**src/rtl/wgt_load_ctrl_pkg.sv**
```systemverilog
// Shared definitions for the weight-load controller: FSM state codes and sizing helpers.
// Latency: n/a (package). Backpressure: n/a (package).
// Contents: state_t plus ST_* codes, total_beats(), id_fits().
package wgt_load_ctrl_pkg;

  // State codes kept as plain localparams so older code that compares raw values keeps working.
  typedef logic [1:0] state_t;
  localparam state_t ST_IDLE = 2'd0;
  localparam state_t ST_LOAD = 2'd1;
  localparam state_t ST_DONE = 2'd2;

  // Number of load beats needed to fill the whole chain.
  function automatic int total_beats(input int pe_num, input int wgt_per_pe);
    return pe_num * wgt_per_pe;
  endfunction

  // True when every PE ID on the chain can be encoded in the load ID field.
  function automatic bit id_fits(input int pe_num, input int id_width);
    return pe_num <= (1 << id_width);
  endfunction

endpackage

```
**src/rtl/wgt_load_seq.sv**
```systemverilog
// Beat sequencer: counts accepted load beats and derives target PE ID, slot and last-PE flag.
// Latency: outputs are combinational from the count register; the count moves one edge after adv.
// Backpressure: none of its own; it only advances when the parent accepts a beat.
// Ports: clk, rst (sync, high), clr (restart at beat 0), adv (beat accepted),
//        id (target PE), slot (weight slot within PE), last (current beat targets the final PE).
module wgt_load_seq
  import wgt_load_ctrl_pkg::*;
#(
  parameter int PE_NUM     = 16,
  parameter int ID_WIDTH   = 6,
  parameter int WGT_PER_PE = 2
) (
  input  logic                clk,
  input  logic                rst,
  input  logic                clr,
  input  logic                adv,
  output logic [ID_WIDTH-1:0] id,
  output logic                slot,
  output logic                last
);

  localparam int TOTAL = total_beats(PE_NUM, WGT_PER_PE);
  localparam int CNT_W = (TOTAL > 2) ? $clog2(TOTAL) : 1;

  logic [CNT_W-1:0] cnt;

  // Two weights per PE: the low count bit is the slot, the rest is the PE ID.
  assign slot = cnt[0];
  assign id   = ID_WIDTH'(cnt >> 1);
  assign last = (id == ID_WIDTH'(PE_NUM - 1));

  always_ff @(posedge clk) begin
    if (rst || clr) begin
      cnt <= '0;
    end else if (adv) begin
      // Wrap explicitly after the final beat so non-power-of-two chains also restart at 0.
      if (last && slot) begin
        cnt <= '0;
      end else begin
        cnt <= cnt + 1'b1;
      end
    end
  end

endmodule

```
**src/rtl/wgt_load_ctrl.sv**
```systemverilog
// Head-of-chain driver: streams weights into PE 0 as (id, data) load beats, then issues slot pops.
// Latency: 1 cycle from accepted weight to load beat, 1 cycle from pop request to pop/drop pulse.
// Backpressure: o_wgt_rdy is high only in LOAD; pops outside a loaded IDLE are dropped, never queued.
// Ports: clk/rst; i_start/o_busy/o_done control; i_wgt_vld/i_wgt_data/o_wgt_rdy weight stream;
//        o_load_vld/o_load_id/o_load_data to PE 0; i_pop_req/o_pop_vld/o_pop_sel/o_pop_drop pop path.
module wgt_load_ctrl
  import wgt_load_ctrl_pkg::*;
#(
  parameter int PE_NUM        = 16,
  parameter int ID_WIDTH      = 6,
  parameter int IN_DATA_WIDTH = 8,
  parameter int WGT_PER_PE    = 2
) (
  input  logic                     clk,
  input  logic                     rst,
  input  logic                     i_start,
  output logic                     o_busy,
  output logic                     o_done,
  input  logic                     i_wgt_vld,
  input  logic [IN_DATA_WIDTH-1:0] i_wgt_data,
  output logic                     o_wgt_rdy,
  output logic                     o_load_vld,
  output logic [ID_WIDTH-1:0]      o_load_id,
  output logic [IN_DATA_WIDTH-1:0] o_load_data,
  input  logic                     i_pop_req,
  output logic                     o_pop_vld,
  output logic                     o_pop_sel,
  output logic                     o_pop_drop
);

  if (!id_fits(PE_NUM, ID_WIDTH)) begin : g_id_range_chk
    $error("wgt_load_ctrl: PE_NUM does not fit in ID_WIDTH");
  end
  if (WGT_PER_PE != 2) begin : g_wgt_per_pe_chk
    $error("wgt_load_ctrl: the PE slot index is 1 bit, WGT_PER_PE must be 2");
  end

  state_t              state;
  logic                loaded;
  logic [ID_WIDTH-1:0] seq_id;
  logic                seq_slot;
  logic                seq_last;
  logic                start_load;
  logic                beat_acc;
  logic                final_beat;
  logic                pop_ok;

  assign o_wgt_rdy  = (state == ST_LOAD);
  assign o_busy     = (state == ST_LOAD);
  assign o_done     = (state == ST_DONE);

  assign start_load = (state == ST_IDLE) && i_start;
  assign beat_acc   = i_wgt_vld && o_wgt_rdy;
  // Final beat is slot 1 of the last PE on the chain.
  assign final_beat = beat_acc && seq_last && seq_slot;
  // Evaluated on the pre-edge state, so a pop arriving with i_start still uses the old weights.
  assign pop_ok     = i_pop_req && (state == ST_IDLE) && loaded;

  wgt_load_seq #(
    .PE_NUM     (PE_NUM),
    .ID_WIDTH   (ID_WIDTH),
    .WGT_PER_PE (WGT_PER_PE)
  ) u_seq (
    .clk  (clk),
    .rst  (rst),
    .clr  (start_load),
    .adv  (beat_acc),
    .id   (seq_id),
    .slot (seq_slot),
    .last (seq_last)
  );

  always_ff @(posedge clk) begin
    if (rst) begin
      state  <= ST_IDLE;
      loaded <= 1'b0;
    end else begin
      case (state)
        ST_IDLE: begin
          if (i_start) begin
            state  <= ST_LOAD;
            loaded <= 1'b0;
          end
        end
        ST_LOAD: begin
          if (final_beat) begin
            state <= ST_DONE;
          end
        end
        ST_DONE: begin
          state  <= ST_IDLE;
          loaded <= 1'b1;
        end
        default: state <= ST_IDLE;
      endcase
    end
  end

  // Load beat register: id/data hold between beats, only the valid drops.
  always_ff @(posedge clk) begin
    if (rst) begin
      o_load_vld  <= 1'b0;
      o_load_id   <= '0;
      o_load_data <= '0;
    end else begin
      o_load_vld <= beat_acc;
      if (beat_acc) begin
        o_load_id   <= seq_id;
        o_load_data <= i_wgt_data;
      end
    end
  end

  // o_pop_sel mirrors the PE slot index; both are cleared only by the shared rst.
  always_ff @(posedge clk) begin
    if (rst) begin
      o_pop_vld  <= 1'b0;
      o_pop_sel  <= 1'b0;
      o_pop_drop <= 1'b0;
    end else begin
      o_pop_vld  <= pop_ok;
      o_pop_drop <= i_pop_req && !pop_ok;
      if (pop_ok) begin
        o_pop_sel <= ~o_pop_sel;
      end
    end
  end

endmodule
```
**config.mk**
```make
export PLATFORM = sky130hd
export DESIGN_NAME = wgt_load_ctrl
export DESIGN_NICKNAME = d
export VERILOG_FILES = /design/src/rtl/wgt_load_ctrl_pkg.sv /design/src/rtl/wgt_load_seq.sv /design/src/rtl/wgt_load_ctrl.sv
export SDC_FILE = /design/constraint.sdc
export NUM_CORES = 1
export LEC_CHECK = 0
export BUFFER_PORTS_ARGS = -buffer_cell sky130_fd_sc_hd__buf_2
export CAP_MARGIN = 5
export CELL_PAD_IN_SITES_DETAIL_PLACEMENT = 1
export CELL_PAD_IN_SITES_GLOBAL_PLACEMENT = 1
export CORE_MARGIN = 4
export CORE_UTILIZATION = 37
export DETAILED_ROUTE_END_ITERATION = 8
export HOLD_SLACK_MARGIN = 0.03
export PLACE_DENSITY = 0.83
export SYNTH_ARGS = -nofsm -noshare
export SYNTH_HDL_FRONTEND = slang
export SYNTH_SLANG_ARGS = --single-unit
```
**constraint.sdc**
```tcl
create_clock -name clk -period 2.4 [get_ports clk]
set_input_delay 0.48 -clock clk [delete_from_list [all_inputs] [get_ports clk]]
set_output_delay 0.48 -clock clk [all_outputs]
set_load 0.01 [all_outputs]
```
* After elaboration in Yosys (flattened, before gate mapping)
Index checks and enable logic that the tools add are counted.
** Storage, ports and cells
- Input port bits :: 13
- Word-level logic and storage cells :: 36
- Bits in registers :: 24
** Operators by class
- Reduce and logical (&&, ||, !) cells :: 14
- Eq/ne operators :: 5
- $add $sub $neg :: 1
- Mux-type cells :: 6
- Bitwise logic cells :: 1
** Operators by type and width (count)
- $logic_and A1 B1 Y1 :: 8
- $add A5 B1 Y5 const B :: 1
- $mux W5 :: 1
- $eq A4 B4 Y1 const B :: 1
- $mux W2 :: 2
- $pmux W2 S2 :: 1
- $reduce_and A2 Y1 :: 2
- $eq A2 B1 Y1 const B :: 1
- $eq A2 B2 Y1 const B :: 1
- $logic_not A2 Y1 :: 1
- $ne A2 B1 Y1 const B :: 1
- $ne A2 B2 Y1 const B :: 1
- $pmux W1 S2 :: 1
- $reduce_bool A2 Y1 :: 1
- $logic_not A1 Y1 :: 1
- $logic_or A1 B1 Y1 :: 1
- $mux W1 :: 1
- $not A1 Y1 :: 1

* Logic depth before layout (Yosys ltp)
- Depth after elaboration :: 6
- Gate-level depth with buffers :: 5
- Gate-level depth less buffers :: 3

* Hierarchy
From an unflattened synthesis, not the netlist that was laid out.
** Second synthesis, totals
- Cells, all modules :: 114
- Area, all modules :: 1169.9 sq um
** Modules (own cells, without submodules)
- wgt_load_ctrl :: sequential area each 420.4 sq um, area an instance 928.4 sq um, cells each 89, instances 1
- wgt_load_seq :: sequential area each 100.1 sq um, area an instance 241.5 sq um, cells each 25, instances 1

* Worst setup path after synthesis
Ideal clock, no wire load.
- Path type :: register to output
- Start point :: register state[1]
- End point :: output o_wgt_rdy
- Slack :: 1.142 ns
- Required time :: 1.920 ns
- Path buffers :: 1
- Arrival :: 0.778 ns
- Cell stages (with the launch flop) :: 3
- Path through :: dfxtp_1 -> and2b_1 -> buf_4
** Between the ends
- Longest elaborated chain between the ends :: 1
** RTL lines
- from (decl) :: RTL line wgt_load_ctrl.sv:38 : state_t state;
- from (signal assigned) :: RTL line wgt_load_ctrl.sv:75 : state <= ST_IDLE;
- from (signal assigned) :: RTL line wgt_load_ctrl.sv:81 : state <= ST_LOAD;
- from (signal assigned) :: RTL line wgt_load_ctrl.sv:87 : state <= ST_DONE;
- $eq A2 B1 Y1
- to (decl) :: RTL line wgt_load_ctrl.sv:21 : output logic o_wgt_rdy,
No other way between the ends.

* Worst setup path after layout
- Start point :: register state[1]
- End point :: output o_busy
** Between the ends
- Longest elaborated chain between the ends :: 1
** RTL lines
- $eq A2 B1 Y1 :: RTL line wgt_load_ctrl.sv:49 : assign o_busy = (state == ST_LOAD);
- to (decl) :: RTL line wgt_load_ctrl.sv:17 : output logic o_busy,
No other way between the ends.

==> flow_summary.yaml <==
run_status:
  run_status: "complete, no violations"
synthesis:
  yosys_register_bits: 24
  synth_area_leaders: "dfxtp_1 (50%), nand2_1 (11%), a21oi_1 (8.9%), nor2_1 (2.8%), buf_4 (2.4%)"
  synth_top_cell_by_area: "dfxtp_1"
  synthArstFlopShare_pct: 0
  yosysSeqAreaShare_pct: 50.3
  yosys.cell_types.count: 29
  synth.avg_cell_area_um2: 8.84
  yosysMostFrequentCell: "nand2_1"
  synth_flop_cell: "dfxtp_1"
  yosysWarnings: 0
  synth_top_area_share_pct: 50.3
  syn_area_um2: 955
  synth_edf_count: 0
  synthTopCellsByCount: "nand2_1 (27), dfxtp_1 (24), a21oi_1 (17)"
  synthCells: 108
layout:
  fin_util_pct: 46.2
  multiInputGateArea_um2: 427
  syn_to_final_growth_pct: 19.8
  design_area_um2: 1140
  final-seq-area_um2: 480
  fill_cells: 309
  drive_gt1_share_pct: 29.9
  antennaDiodeCount: 0
  final_cells: 167
  fin_nets: 152
timing:
  fmax_mhz: 608
  period_share_pct: 68.5
  clock_skew_ns: 0.000872
  tightest_slew_ns: 0.652
  setup_tns_ns: 0
  relSlewSlack_pct: 56.5
  maxSlewViolCount: 0
  period_needed_ns: 1.64
  rsz0062_at_grt: "no"
  hold_violations: 0
  setup_violations: 0
floorplan:
  chipWidth_um: 58.8
  initial_core_util_pct: 38.5
  die-area_um2: 3460
  die_h_um: 58.8
  pin_count: 34
  num_rows: 18
  coreArea_um2: 2480
critical_path:
  critPathLaunchType: "flop"
  required_ns: 1.92
  arrival_ns: 1.16
  cp-end-kind: "primary output"
  critPathKind: "reg -> out"
  cp_max_fo: 8
routing:
  drcViolationCount: 0
  wl_per_cell_um: 12.7
  drt_iter0_markers: 24
  drt-total-wl_um: 2130
  vias: 817
  viasPerCell: 4.89
  drt_first_pass_iters: 4
  postRouteAntennaNets: 0
cts:
  post_cts_buffers: 0
  post_cts_resize_count: 0
  hold_buffers: 0
  numClockSinks: 24
  clkTransAtPathRegs_ns: 0.12
  cts_max_path_buffers: 2
  htree_levels: 1
  numCtsBuffers: 3
  cts_tree: "yes"
  cts_root_buffer: "clkbuf_4"
  clk_latency_ns: 0.31
global_route:
  grt_overflow: 0
  grt_usage_pct: 13.6
  grt_max_degree: 20
  grt_first_pass_wirelength_um: 3620
  antenna_found_initial: 0
  grt_pass1_vias: 797
run:
  drv_cap: 0
placed_design:
  port-buffer-count: 31
  placed_cells: 163
  hpwl_um: 1560
  place_area_um2: 1110
  gp_congestion: 0.700
pwr:
  leakagePower_uw: 0.000513
  powerDensity_nw_per_um2: 596
  ir_drop_v: 0.000348
hold_path:
  worstHoldPathType: "in -> reg"
## kinds of logic (layout without fill, tap and decap cells)
kind of cell / count (synthesis) / count (layout) / synth area share [%]
other: 1 / 2 / 0.393
and+or+nand+nor: 48 / 48 / 25.6
xor gates and xnor gates: 2 / 2 / 1.84
adders and majority gates: 1 / 1 / 1.31
DFF: 24 / 24 / 50.3
AOI/OAI and AO/OA: 24 / 24 / 15.2
buffers and inverters: 8 / 36 / 5.37
## sequential cells by signal, indices dropped and copies added (netlist names)
register     cells
loaded           1
o_load_data      8
o_load_id        4
o_load_vld       1
o_pop_drop       1
o_pop_sel        1
o_pop_vld        1
state            2
u_seq.cnt        5
## metrics by stage
stage | power [µW] | hold slack (ns) | worst slack, ns
floorplan | 462 | 0.437 | 1.14
global placement | 481 | 0.440 | 0.707
detailed placement | 483 | 0.445 | 0.670
CTS | 696 | 0.371 | 0.738
global route | 718 | 0.381 | 0.632
finish | 681 | 0.387 | 0.756
## layout by cell type, fill, tap and decap left out, drive strengths merged, types with 2 or more instances in the layout
cell type | netlist | layout
nand2 | 27 | 27
conb | 1 | 2
buf | 6 | 32
clkbuf | 2 | 4
a311oi | 2 | 2
xnor2 | 2 | 2
nor2 | 7 | 7
a21o | 2 | 2
and3 | 2 | 2
dfxtp | 24 | 24
and3b | 2 | 2
a21oi | 17 | 17
nand2b | 2 | 2
## report_power, final
group	total [µW]	internal, µW	switching (µW)
clock	208	92.8	116
sequential	413	407	5.97
combinational	59.4	23.8	35.5
total	681	524	157
## layer usage
| metal | GRT usage, % | vias to the layer above | routed length, µm | share of wire (%) |
|---|---|---|---|---|
| met5 | 0 | - | 0 | 0 |
| met4 | 7.77 | 0 | 55 | 2.6 |
| met3 | 1.97 | 5 | 76 | 3.6 |
| met2 | 23.5 | 17 | 1100 | 52 |
| met1 | 15.8 | 376 | 899 | 42 |
| li1 | - | 419 | - | - |
## area by class of cell
type                            count  area share [%]
Sequential cell                    24            42.0
Multi-Input combinational cell     77            37.3
Timing Repair Buffer               32            14.2
Tap cell                           30            3.28
Clock buffer                        4            3.17
## worst max-delay path, stage by stage, from the launching register on
cell	delay, ns
dfxtp_1	0.47
and2b_1	0.24
buf_2	0.14
## worst paths after layout
kind	start	end	slack, ns	cells after the start
setup reg to reg	state[0]	u_seq.cnt[4]	0.78	3
hold reg to reg	o_load_data[2]	o_load_data[2]	0.46	2
hold / removal	i_wgt_data[5]	o_load_data[5]	0.39	3
setup / recovery	state[1]	o_busy	0.76	2
No activity file was read; power rests on OpenSTA's default activity.
